--- config.mk ---
export PLATFORM = sky130hd
export DESIGN_NAME = console_sched
export DESIGN_NICKNAME = d
export VERILOG_FILES = /design/src/rtl/console_sched.sv
export SDC_FILE = /design/constraint.sdc
export NUM_CORES = 1
export LEC_CHECK = 0
export CAP_MARGIN = 40
export CELL_PAD_IN_SITES_DETAIL_PLACEMENT = 0
export CELL_PAD_IN_SITES_GLOBAL_PLACEMENT = 1
export CORE_ASPECT_RATIO = 0.9
export CORE_UTILIZATION = 41
export CTS_CLUSTER_SIZE = 16
export DETAILED_ROUTE_END_ITERATION = 7
export GPL_ROUTABILITY_DRIVEN = 1
export PLACE_DENSITY = 0.84
export SKIP_LAST_GASP = 1
export SLEW_MARGIN = 20
export SYNTH_ARGS = -nofsm -noshare
export SYNTH_HDL_FRONTEND = slang
export SYNTH_SLANG_ARGS = --single-unit
--- constraint.sdc ---
create_clock -name clk -period 2.5 [get_ports clk]
set_input_delay 0.5 -clock clk [delete_from_list [all_inputs] [get_ports clk]]
set_output_delay 0.5 -clock clk [all_outputs]
set_load 0.1 [all_outputs]
--- src/rtl/console_sched.sv ---
// Frame scheduler: after a host config it reloads the tick generator, then reads NUM_CH ADC channels on each tick edge.
// Optional ack timeout is enabled by defining CONSOLE_SCHED_TIMEOUT_EN.
module console_sched #(
  parameter int NUM_CH   = 8,
  parameter int CONF_LEN = 4,
  parameter int ACK_TO   = 1000
) (
  input  logic       clk,
  input  logic       rst,
  input  logic       cfg_vld,
  input  logic [3:0] cfg_fsamp,
  output logic       cfg_rdy,
  output logic       fs_conf,
  output logic [3:0] fsamp,
  input  logic       tick,
  output logic       adc_req,
  output logic [3:0] adc_ch,
  input  logic       adc_ack,
  output logic       frame_done,
  output logic       overrun,
  output logic       err_to,
  output logic [2:0] state_dbg
);

  // Handshakes: a config transfers on a cycle with cfg_vld && cfg_rdy; a channel
  // transfers on a cycle with adc_req && adc_ack. Holders keep valid/req asserted until then.

  if (NUM_CH < 1 || NUM_CH > 16) begin : g_bad_num_ch
    $error("console_sched: NUM_CH out of range");
  end
  if (CONF_LEN < 1) begin : g_bad_conf_len
    $error("console_sched: CONF_LEN must be at least 1");
  end
  if (ACK_TO < 1 || ACK_TO > 65535) begin : g_bad_ack_to
    $error("console_sched: ACK_TO out of range");
  end

  typedef enum logic [2:0] {
    S_IDLE = 3'd0,
    S_CONF = 3'd1,
    S_ARM  = 3'd2,
    S_WAIT = 3'd3,
    S_REQ  = 3'd4,
    S_DONE = 3'd5
  } state_t;

  state_t      state, state_nxt;
  logic        tick_d, tick_rise;
  logic        cfg_acc, overrun_set, to_hit;
  logic [3:0]  ch, ch_nxt;
  logic [15:0] conf_cnt, conf_cnt_nxt;

  assign tick_rise = tick & ~tick_d;

`ifdef CONSOLE_SCHED_TIMEOUT_EN
  logic [15:0] to_cnt;

  // Cleared outside REQ, so every entry to REQ starts from zero.
  always_ff @(posedge clk or posedge rst) begin
    if (rst)                           to_cnt <= '0;
    else if (state != S_REQ || adc_ack) to_cnt <= '0;
    else                               to_cnt <= to_cnt + 16'd1;
  end

  assign to_hit = (state == S_REQ) && !adc_ack && (to_cnt == 16'(ACK_TO - 1));

  always_ff @(posedge clk or posedge rst) begin
    if (rst)         err_to <= 1'b0;
    else if (cfg_acc) err_to <= 1'b0;
    else if (to_hit)  err_to <= 1'b1;
  end
`else
  assign to_hit = 1'b0;
  assign err_to = 1'b0;
`endif

  always_comb begin
    state_nxt    = state;
    ch_nxt       = ch;
    conf_cnt_nxt = conf_cnt;
    cfg_acc      = 1'b0;
    overrun_set  = 1'b0;
    case (state)
      S_IDLE: begin
        if (cfg_vld) begin
          cfg_acc      = 1'b1;
          conf_cnt_nxt = '0;
          state_nxt    = S_CONF;
        end
      end
      S_CONF: begin
        if (conf_cnt == 16'(CONF_LEN - 1)) state_nxt = S_ARM;
        else                               conf_cnt_nxt = conf_cnt + 16'd1;
      end
      S_ARM: state_nxt = S_WAIT;
      S_WAIT: begin
        // A config arriving with a tick edge wins; that edge is simply dropped.
        if (cfg_vld) begin
          cfg_acc      = 1'b1;
          conf_cnt_nxt = '0;
          state_nxt    = S_CONF;
        end else if (tick_rise) begin
          ch_nxt    = '0;
          state_nxt = S_REQ;
        end
      end
      S_REQ: begin
        overrun_set = tick_rise;
        if (adc_ack) begin
          if (ch == 4'(NUM_CH - 1)) state_nxt = S_DONE;
          else                      ch_nxt = ch + 4'd1;
        end else if (to_hit) begin
          ch_nxt    = '0;
          state_nxt = S_WAIT;
        end
      end
      S_DONE: begin
        overrun_set = tick_rise;
        state_nxt   = S_WAIT;
      end
      default: state_nxt = S_IDLE;
    endcase
  end

  always_ff @(posedge clk or posedge rst) begin
    if (rst) begin
      state    <= S_IDLE;
      ch       <= '0;
      conf_cnt <= '0;
      tick_d   <= 1'b1;
      fsamp    <= '0;
      overrun  <= 1'b0;
    end else begin
      state    <= state_nxt;
      ch       <= ch_nxt;
      conf_cnt <= conf_cnt_nxt;
      tick_d   <= tick;
      if (cfg_acc)          fsamp <= cfg_fsamp;
      if (cfg_acc)          overrun <= 1'b0;
      else if (overrun_set) overrun <= 1'b1;
    end
  end

  // Outputs decode the state register only, so reset takes them down immediately.
  assign cfg_rdy    = (state == S_IDLE) || (state == S_WAIT);
  assign fs_conf    = (state == S_CONF);
  assign adc_req    = (state == S_REQ);
  assign adc_ch     = adc_req ? ch : 4'd0;
  assign frame_done = (state == S_DONE);
  assign state_dbg  = state;

endmodule

# Word-level counts from Yosys, hierarchy flattened
# Index checks and enable logic that the tools add are counted.
# word_totals
regBits,29
latch_bits,0
ramBits,0
rom_bits,0
memories,0
# classes
add_sub_neg,2
multipliers,0
n_div,0
n_lt_le_gt_ge,0
n_eq_ne,17
shifts,0
mux,21
n_bitwise,2
reduce_logical,11
# ops
cell,count
$mux 16,2
$pmux 16 s2,1
$mux 4,5
$mux 3,6
$add 16x1->16 const B,1
$eq 16x2->1 const B,1
$pmux 3 s5,1
$ne 2x2->1 const B,5
$reduce_and 5->1,2
$ne 2x1->1 const B,4
$pmux 4 s2,1
$eq 3x2->1 const B,2
$eq 3x3->1 const B,2
$reduce_bool 2->1,3
$reduce_or 2->1,3
$mux 1,5
$add 4x1->4 const B,1
$eq 4x3->1 const B,1
$eq 3x1->1 const B,1
$logic_not 3->1,1
$ne 3x3->1 const B,1
$reduce_and 3->1,1
$and 1x1->1,1
$logic_or 1x1->1,1
$not 1->1,1

# Longest topological paths before layout
# Gate-level depths: netlist of run 1.
# logic_depth
word_depth,5
depth_mapped,8

# Worst setup path after synthesis of run 1
# No wires, ideal clock.
# synth_path
path_type,register to output
from,register state[2] (netlist: state_dbg[2])
to,output adc_ch[1]
arrival_ns,3.945
required_time_ns,2.000
path_slack_ns,-1.945
path_stages_with_launch,4
cell_sequence,dfrtp_1 nor3b_2 inv_1 nor2_1
# synth_between
elab_chain_cells,2
# synth_rtl
item,line_no,rtl
"start, declared",47,"state_t state, state_nxt;"
"start signal, assigned",134,state <= state_nxt;
$eq 3x3->1,147,assign adc_req = (state == S_REQ);
named net adc_req,16,"output logic adc_req,"
$mux 4,148,assign adc_ch = adc_req ? ch : 4'd0;
"end, declared",17,"output logic [3:0] adc_ch,"
# The timed path passes the listed nets, and every way through them passes these cells.

# Final worst setup path of run 1
# layout_path
from,register conf_cnt[0]
to,register conf_cnt[13]
# layout_between
elab_chain_cells,3
elab_cells_between_ends,6
# layout_rtl
item,line_no,rtl
"start, declared",51,"logic [15:0] conf_cnt, conf_cnt_nxt;"
"start signal, assigned",136,conf_cnt <= conf_cnt_nxt;
$add 16x1->16 / $eq 16x2->1 (equally long branches),"93, 92",
$mux 16 / $ne 2x2->1 (equally long branches),n/a,
$pmux 16 s2 / $reduce_and 3->1 (equally long branches),n/a,
# Parallel ways exist; a longest one is shown, timed or not. The select of a mux whose other input is x is not followed.
# A chain may end at the register's enable or synchronous reset.

==> reports/metrics.cfg, run 1 <==
[setup_path]
path_buf_inv = 1
slowest_delay_ns = 0.59
path_cells = ha_1, or4b_1, or4_4, o21bai_4, buf_12, o21ai_0, o31ai_1
critPathKind = reg -> reg
cp_data_required_time_ns = 2.68
slowest_stage = or4_4
worstSetupStartpointType = flip-flop
critPathTopFamily = simple AND/OR/NAND/NOR gates
crit_arrival_ns = 2.55
critical_path.endpoint_type = flip-flop
cp_max_fo = 15
r2r_slack_ns = 0.13

[placed_design]
globalplace.congestion = 0.808
place_ws_ns = 0.0378
portBuffers = 24
place_area_um2 = 2080
hpwl_um = 2740

[power]
pwr_density_cell_nw_per_um2 = 1130
peakVddDrop_mv = 1.37
p_sw_frac = 0.478
share_seq_of_total_power = 0.274
power.internal_mw = 1.30
total_power_mw = 2.50
p_leak_nw = 0.923
comb_power_share = 0.557
switchingPower_mw = 1.20
clkPwrFrac = 0.169

[layout]
final_common_cell = dfrtp_1
finalCoreUtilization = 0.580
nets = 220
antennaDiodeCount = 0
syn_to_final_growth_pct = 32.1
design_area_um2 = 2210
layout-drive-gt1-share = 0.281
final_cell_mix = dfrtp_1, o21ai_0, buf_4

[detailed_routing]
routed_wl_um = 3790
drc = 0
drt_pass1_iterations = 4
drt_first_iter_violations = 116
wl_per_cell_um = 14.8
vias_per_cell = 5.66
vias = 1449
ant_nets = 0

[clock_network]
path_clk_slew_ns = 0.06
cts_tree = done
root_buffer = clkbuf_8
cts_sinks = 29
h-tree-depth = 2
clock_path_buffers = 2
ctsHoldBuffers = 0
insertion_delay_ns = 0.27
numCtsBuffers = 5

[sta]
relSlewSlack = 0.571
fmax_mhz = 421
hold_ws_ns = 0.491
tightest_slew_ns = 0.637
fin_crit_ns = 2.37
fin_crit_sh = 0.949
finalHoldViolCount = 0
postLayoutSetupSlackWorst_ns = 0.127
setup_viol = 0
drv_slew = 0
skew_ns = 0.00345

[floorplanning]
die_h_um = 62.6
die_w_um = 69.3
die_area_um2 = 4340
start_util = 0.439
boundaryPins = 26
core-area_um2 = 3810
row_count = 21

[yosys]
synth-main-ff-cell = dfrtp_1
ys_seq_elements = 29
synthDistinctLibCells = 48
synth.avg_cell_area_um2 = 9.44
async_flop_share = 1.00
yosys_warnings = 0
syn-num-nets = 188
netlist_area_um2 = 1670
syn_inst = 177
yosysSeqAreaShare = 0.435
synth_edf_count = 0

[global_route]
grt_pass1_wl_um = 6390
grt_pass1_vias = 1337
antenna_found_initial = 0
grt_overflow_total = 0
grt_max_degree = 16
track_usage = 0.182

[run_status]
status = finished, final reports clean

[min_path]
min_path_type = reg -> reg

[job]
maxCapViolCount = 0

## worst paths after layout
kind                                                  to                      from  cells past startpoint
worst min register to register  conf_cnt[15]$_DFFE_PP0P_  conf_cnt[15]$_DFFE_PP0P_                      1
min in group asynchronous           fsamp[3]$_DFFE_PP0P_                       rst                      3
max in group asynchronous               tick_d$_DFF_PP1_                       rst                      3
worst min-delay path            conf_cnt[15]$_DFFE_PP0P_  conf_cnt[15]$_DFFE_PP0P_                      1
worst max register to register  conf_cnt[13]$_DFFE_PP0P_   conf_cnt[0]$_DFFE_PP0P_                      7
worst max-delay path            conf_cnt[13]$_DFFE_PP0P_   conf_cnt[0]$_DFFE_PP0P_                      7
## power groups by stage
stage / Clock [mW] / Sequential, mW / Combinational (mW)
floorplan: 0 / 0.988 / 0.725
global placement: 0 / 0.681 / 1.31
detailed placement: 0 / 0.690 / 1.33
CTS: 0.435 / 0.684 / 1.34
global route: 0.456 / 0.702 / 1.47
finish: 0.422 / 0.687 / 1.39
## per-stage QoR
step                cells  setup TNS, ns
finish                256              0
global route          256       -0.00316
CTS                   255              0
detailed placement    247              0
global placement      247              0
floorplan             177          -2.11
## what timing repair did
item	in CTS	in global routing
gates resized for setup	0	1
setup endpoints to repair	0	15
setup buffers	0	1
## flip-flops by register name (all words and copies together) (netlist names)
name	cells
conf_cnt	16
ch	4
fsamp	4
state_dbg	3
overrun	1
tick_d	1
## cells by family (layout without fill, tap and decap cells)
group | Yosys count | after routing | synth area share
other | 1 | 1 | 0.00224
AND/OR/NAND/NOR | 72 | 72 | 0.245
multiplexers | 5 | 5 | 0.0329
AO/OA/AOI/OAI | 50 | 50 | 0.208
XOR/XNOR | 3 | 3 | 0.0157
adder cells (fa/ha/maj) | 2 | 2 | 0.0150
flip-flops | 29 | 29 | 0.435
buffers and inverters | 15 | 48 | 0.0464
## layout make-up
| class | instances | area, µm² |
|---|---|---|
| clock buffer | 7 | 96.3 |
| timing repair buffer | 33 | 380 |
| tap | 46 | 57.6 |
| inverter | 7 | 30.0 |
| multi-input combinational | 133 | 901 |
| fill | 328 | 1600 |
| sequential | 29 | 738 |
| clock inverter | 1 | 5.00 |
## cells in the mapped netlist, types with 4 or more instances
library cell,instances,area [µm²]
o21ai_1,6,30.0
nor2_1,8,30.0
dfrtp_1,28,701
o31ai_1,7,52.6
o21ai_0,18,90.1
mux2_2,4,45.0
nor2b_1,8,50.1
inv_1,7,26.3
nand4_1,6,37.5
nand3_1,7,35.0
and2_1,6,37.5
a31oi_1,4,25.0
nand2_1,15,56.3
## layer usage
metal  global-route usage  wire [µm]
met5                    0          0
met4               0.0536         16
met3               0.0387        145
met2                0.282       1800
met1                0.257       1830
Power figures use the tool's default switching activity.
==> inputs of run 2 (changes only) <==
Settings changed: CORE_MARGIN from default to 2.
==> run 2 against run 1 <==
  * First-iteration DRC count fell by 57%
  * Clock skew rose by 0.0036 ns
  * Global-route usage fell by 0.82 points
  * Clock-buffer cell count is 1 higher
  * Core utilization fell by 2.8 points
  * Cell count is 0.78% higher
  * Highest routed layer unchanged
==> reports/metrics.cfg, run 2 (same netlist as run 1, synthesis figures left out) <==
[setup_path]
critPathTopFamily = simple AND/OR/NAND/NOR gates
worst-path-stages = 7  ; unchanged
cp_max_fo = 15  ; unchanged
critPathKind = reg -> reg
cp_data_required_time_ns = 2.68  ; about the same
path_buf_inv = 1  ; unchanged
critPathCapture = conf_cnt[13]$_DFFE_PP0P_
slowest_delay_ns = 0.58  ; about the same
worstSetupStartpoint = conf_cnt[0]$_DFFE_PP0P_
path_cells = ha_2, or4b_1, or4_4, o21bai_4, buf_12, o21ai_0, o31ai_1
r2r-start = conf_cnt[0]$_DFFE_PP0P_
crit_arrival_ns = 2.50  ; -0.05 ns
reg2regPathDepth = 7  ; unchanged
worstSetupStartpointType = flip-flop
critical_path.endpoint_type = flip-flop
slowest_stage = or4_4
r2r_slack_ns = 0.18  ; +0.06 ns
r2r_end = conf_cnt[13]$_DFFE_PP0P_

[layout]
final_cell_mix = dfrtp_1, o21ai_0, buf_4
largest_reg_flops = 16  ; unchanged
syn_to_final_growth_pct = 31.7
layout-drive-gt1-share = 0.276  ; -0.00476
final_common_cell = dfrtp_1
reg_top3 = conf_cnt (16), ch (4), fsamp (4)
antennaDiodeCount = 0  ; unchanged
nets = 220  ; unchanged
design_area_um2 = 2200  ; -0.28%
largest-register = conf_cnt
fill_cells = 350  ; +6.7%

[floorplanning]
row_count = 22  ; +4.8%
die_area_um2 = 4600  ; +6.2%
start_util = 0.419  ; -0.0199
die_h_um = 64.6  ; +3.2%
boundaryPins = 26  ; unchanged
core-area_um2 = 3990  ; +4.8%
die_w_um = 71.3  ; +2.9%

[power]
total_power_mw = 2.48  ; -0.73%
peakVddDrop_mv = 0.677  ; -51%
p_leak_nw = 0.912  ; -1.2%
pwr_density_cell_nw_per_um2 = 1130  ; -0.45%

[sta]
skew_ns = 0.00704  ; +0.00360 ns
fin_crit_ns = 2.32  ; -0.0563 ns
fin_setup_tns_ns = 0  ; unchanged
relSlewSlack = 0.493  ; -0.0779
finalHoldViolCount = 0  ; unchanged
drv_slew = 0  ; unchanged
tightest_slew_ns = 0.753  ; +0.116 ns
fmax_mhz = 432  ; +2.4%
rsz0062_at_grt = no
fin_crit_sh = 0.927  ; -0.0225
setup_viol = 0  ; unchanged

[global_route]
grt_max_degree = 30  ; +14
track_usage = 0.174  ; -0.00817
grt_pass1_wl_um = 6330  ; -0.86%
antenna_found_initial = 0  ; unchanged
grt_pass1_vias = 1339  ; +0.15%
grt_overflow_total = 0  ; unchanged

[clock_network]
cts_sinks = 29  ; unchanged
ctsHoldBuffers = 0  ; unchanged
root_buffer = clkbuf_8
clock_path_buffers = 2  ; unchanged
numCtsBuffers = 5  ; unchanged
insertion_delay_ns = 0.28  ; about the same
h-tree-depth = 2  ; unchanged
path_clk_slew_ns = 0.06  ; about the same
cts_tree = done

[min_path]
hold_depth = 1  ; unchanged
min_path_type = reg -> reg

[detailed_routing]
drc = 0  ; unchanged
vias_per_cell = 5.72  ; +1.1%
routed_wl_um = 3730  ; -1.7%
drt_first_iter_violations = 50  ; -57%
ant_nets = 0  ; unchanged
vias = 1476  ; +1.9%
drt_pass1_iterations = 4  ; unchanged
wl_per_cell_um = 14.4  ; -2.5%

[placed_design]
place_area_um2 = 2090  ; +0.12%
hpwl_um = 2710  ; -1.0%
portBuffers = 24  ; unchanged
globalplace.congestion = 0.831  ; +2.9%

[job]
maxCapViolCount = 0  ; unchanged

[run_status]
status = finished, final reports clean

[run 2: cell count changes in the layout (fill, tap and decap cells not counted)]
| cell | previous run | this run |
|---|---|---|
| ha_2 | 0 | 1 |
| clkinv_2 | 1 | 0 |
| clkbuf_8 | 7 | 6 |
| clkbuf_1 | 0 | 2 |
| ha_1 | 2 | 1 |
[run 2: worst reg2reg max path: cells and delay by family (launching register included)]
family | cells | cell delay (ns)
AND/OR/NAND/NOR | 2 | 1.06
adder cells (fa/ha/maj) | 1 | 0.25
flip-flops | 1 | 0.41
buffers and inverters | 1 | 0.15
AO/OA/AOI/OAI | 3 | 0.36
[run 2: timing repair]
item / in CTS / in global routing
setup endpoints to repair: 0 / 15
endpoints found under the hold margin: 0 / 0
gates resized for setup: 0 / 2
setup buffers: 0 / 1
[run 2: how the worst min path moves through the flow]
stage | startpoint | end | slack (ns)
6_report | conf_cnt[15]$_DFFE_PP0P_ | conf_cnt[15]$_DFFE_PP0P_ | 0.50
3_5_place_dp | conf_cnt[15]$_DFFE_PP0P_ | conf_cnt[15]$_DFFE_PP0P_ | 0.49
2_1_floorplan | conf_cnt[15]$_DFFE_PP0P_ | conf_cnt[15]$_DFFE_PP0P_ | 0.44
3_3_place_gp | conf_cnt[15]$_DFFE_PP0P_ | conf_cnt[15]$_DFFE_PP0P_ | 0.46
5_1_grt | conf_cnt[15]$_DFFE_PP0P_ | conf_cnt[15]$_DFFE_PP0P_ | 0.53
4_1_cts | conf_cnt[15]$_DFFE_PP0P_ | conf_cnt[15]$_DFFE_PP0P_ | 0.50
[run 2: report_power, final]
part	internal, mW	leakage, nW	switching, mW
Combinational	0.490	0.489	0.910
Clock	0.224	0.0455	0.174
Sequential	0.575	0.377	0.110
Total	1.29	0.912	1.19
[run 2: through the flow]
step | utilization | hold slack, ns | setup WS, ns | std cells
after floorplan | - | 0.442 | -0.463 | 177
after global placement | 0.523 | 0.464 | 0.169 | 249
after detailed placement | 0.523 | 0.491 | 0.0142 | 249
after CTS | 0.545 | 0.504 | 0.0118 | 257
after global routing | 0.552 | 0.527 | 0.0810 | 258
final | 0.552 | 0.496 | 0.183 | 258
[run 2: metal layers]
metal | track usage | part of all wire
met5 | 0 | 0
met4 | 0.0566 | 0.0089
met3 | 0.0435 | 0.040
met2 | 0.275 | 0.49
met1 | 0.234 | 0.46
[run 2: area by class of cell]
cell class                      count  area (µm²)  share of cell area
Timing Repair Buffer               33         380               0.173
Sequential cell                    29         738               0.335
Multi-Input combinational cell    133         903               0.410
Clock buffer                        8        90.1              0.0409
Tap cell                           48        60.1              0.0273
Inverter                            7        30.0              0.0136
==> inputs of run 3 (changes only) <==
Clock period 2.5 ns to 2.53 ns, I/O delays scaled along.
==> run 3 against run 2 <==
  * Critical path depth is the same
  * Total power is 1.1% lower
  * Hold slack worse by 0.00096 ns
  * Critical path type unchanged
==> reports/metrics.cfg, run 3 (same netlist as run 1, synthesis figures left out) <==
[run_status]
status = finished, final reports clean

[setup_path]
critical_path.endpoint_type = flip-flop
cp_data_required_time_ns = 2.71  ; +0.03 ns
cp_max_fo = 10  ; -5
r2r-start = conf_cnt[0]$_DFFE_PP0P_
crit_arrival_ns = 2.54  ; +0.04 ns
r2r_slack_ns = 0.17  ; -0.02 ns
worstSetupStartpointType = flip-flop
critPathKind = reg -> reg
worstSetupStartpoint = conf_cnt[0]$_DFFE_PP0P_

[floorplanning]
start_util = 0.419  ; unchanged
core-area_um2 = 3990  ; unchanged
row_count = 22  ; unchanged
boundaryPins = 26  ; unchanged
die_area_um2 = 4600  ; unchanged
die_w_um = 71.3  ; unchanged
die_h_um = 64.6  ; unchanged

[layout]
final_common_cell = dfrtp_1
largest-register = conf_cnt
final_cell_mix = dfrtp_1, buf_4, o21ai_0
nets = 222  ; +0.91%
fill_cells = 339  ; -3.1%
reg_top3 = conf_cnt (16), ch (4), fsamp (4)
largest_reg_flops = 16  ; unchanged
syn_to_final_growth_pct = 32.4
antennaDiodeCount = 0  ; unchanged
design_area_um2 = 2210  ; +0.51%
layout-drive-gt1-share = 0.288  ; +0.0115
finalCoreUtilization = 0.555  ; +0.00282

[sta]
fmax_mhz = 423  ; -2.0%
hold_ws_ns = 0.495  ; -0.000957 ns
finalHoldViolCount = 0  ; unchanged
skew_ns = 0.00594  ; -0.00110 ns
fin_crit_sh = 0.935  ; +0.00790
drv_slew = 0  ; unchanged
rsz0062_at_grt = no
fin_crit_ns = 2.36  ; +0.0478 ns
tightest_slew_ns = 0.688  ; -0.0657 ns
fin_setup_tns_ns = 0  ; unchanged
setup_viol = 0  ; unchanged
relSlewSlack = 0.537  ; +0.0442

[placed_design]
hpwl_um = 2930  ; +7.9%
portBuffers = 24  ; unchanged
globalplace.congestion = 0.803  ; -3.4%
place_area_um2 = 2090  ; +0.36%

[min_path]
min_path_type = reg -> reg
hp-start = conf_cnt[15]$_DFFE_PP0P_

[power]
pwr_density_cell_nw_per_um2 = 1110  ; -1.6%
power.internal_mw = 1.29  ; -0.33%
total_power_mw = 2.46  ; -1.1%
peakVddDrop_mv = 0.939  ; +39%
share_seq_of_total_power = 0.272  ; -0.004
comb_power_share = 0.559  ; -0.005
switchingPower_mw = 1.17  ; -1.9%
clkPwrFrac = 0.169  ; +0.009
p_sw_frac = 0.477  ; -0.00386
p_leak_nw = 0.930  ; +2.0%

[global_route]
grt_overflow_total = 0  ; unchanged
track_usage = 0.183  ; +0.00899
grt_pass1_vias = 1442  ; +7.7%
grt_pass1_wl_um = 6580  ; +3.8%
antenna_found_initial = 0  ; unchanged
grt_max_degree = 16  ; -47%

[detailed_routing]
drt_pass1_iterations = 4  ; unchanged
ant_nets = 0  ; unchanged
drt_first_iter_violations = 65  ; +30%
wl_per_cell_um = 14.9  ; +3.1%
vias_per_cell = 5.53  ; -3.4%
drc = 0  ; unchanged
vias = 1437  ; -2.6%
routed_wl_um = 3870  ; +3.9%

[clock_network]
path_clk_slew_ns = 0.06  ; about the same
numCtsBuffers = 5  ; unchanged
h-tree-depth = 2  ; unchanged
cts_tree = done
root_buffer = clkbuf_8
insertion_delay_ns = 0.28  ; about the same
cts_sinks = 29  ; unchanged
clock_path_buffers = 2  ; unchanged

[job]
maxCapViolCount = 0  ; unchanged

[run 3: metrics by stage]
| stage | setup WS, ns | instances |
|---|---|---|
| after floorplan | -0.439 | 177 |
| after global placement | 0.149 | 250 |
| after detailed placement | 0.0158 | 250 |
| after CTS | 0.0745 | 260 |
| after global routing | 0.0445 | 260 |
| final | 0.165 | 260 |
[run 3: power by group through the flow]
stage	clock network, mW	logic (mW)	registers, mW
6_report	0.415	1.37	0.668
5_1_grt	0.447	1.46	0.683
4_1_cts	0.429	1.37	0.667
3_5_place_dp	0	1.34	0.676
3_3_place_gp	0	1.31	0.666
2_1_floorplan	0	0.716	0.976
[run 3: worst paths after layout]
kind	to	depth (start not counted)
worst min-delay path	conf_cnt[15]$_DFFE_PP0P_	1
worst min register to register	conf_cnt[15]$_DFFE_PP0P_	1
worst max-delay path	conf_cnt[9]$_DFFE_PP0P_	7
max in group asynchronous	tick_d$_DFF_PP1_	3
min in group asynchronous	overrun$_DFFE_PP0P_	3
worst max register to register	conf_cnt[9]$_DFFE_PP0P_	7
[run 3: area by class of cell]
class / count / area [µm²] / area share
well taps: 48 / 60.1 / 0.0271
flip-flops and latches: 29 / 738 / 0.334
multi-input cells: 133 / 901 / 0.407
repair buffers: 35 / 383 / 0.173
inverters: 7 / 30.0 / 0.0136
clock buffers: 7 / 96.3 / 0.0435
clock inverters: 1 / 5.00 / 0.00226
[run 3: what timing repair did]
item | in CTS | in global routing
resized for setup | 0 | 1
gates cloned | 0 | 0
buffers inserted | 2 | 0
setup endpoints to repair | 1 | 7
pin swaps | 1 | 0
hold buffers | 0 | 0
[run 3: worst max-delay path, cell delays in order (launching register included)]
cell	delay [ns]
dfrtp_1	0.41
ha_1	0.27
or4b_1	0.48
or4_4	0.59
o21bai_4	0.16
buf_4	0.18
o21ai_1	0.09
o31ai_1	0.08
[run 3: metal layers]
metal	vias to the layer above	part of all wire	global-route usage
met5	-	0	0
met4	0	0.020	0.0873
met3	8	0.041	0.0435
met2	36	0.50	0.302
li1	708	-	-
met1	685	0.44	0.225
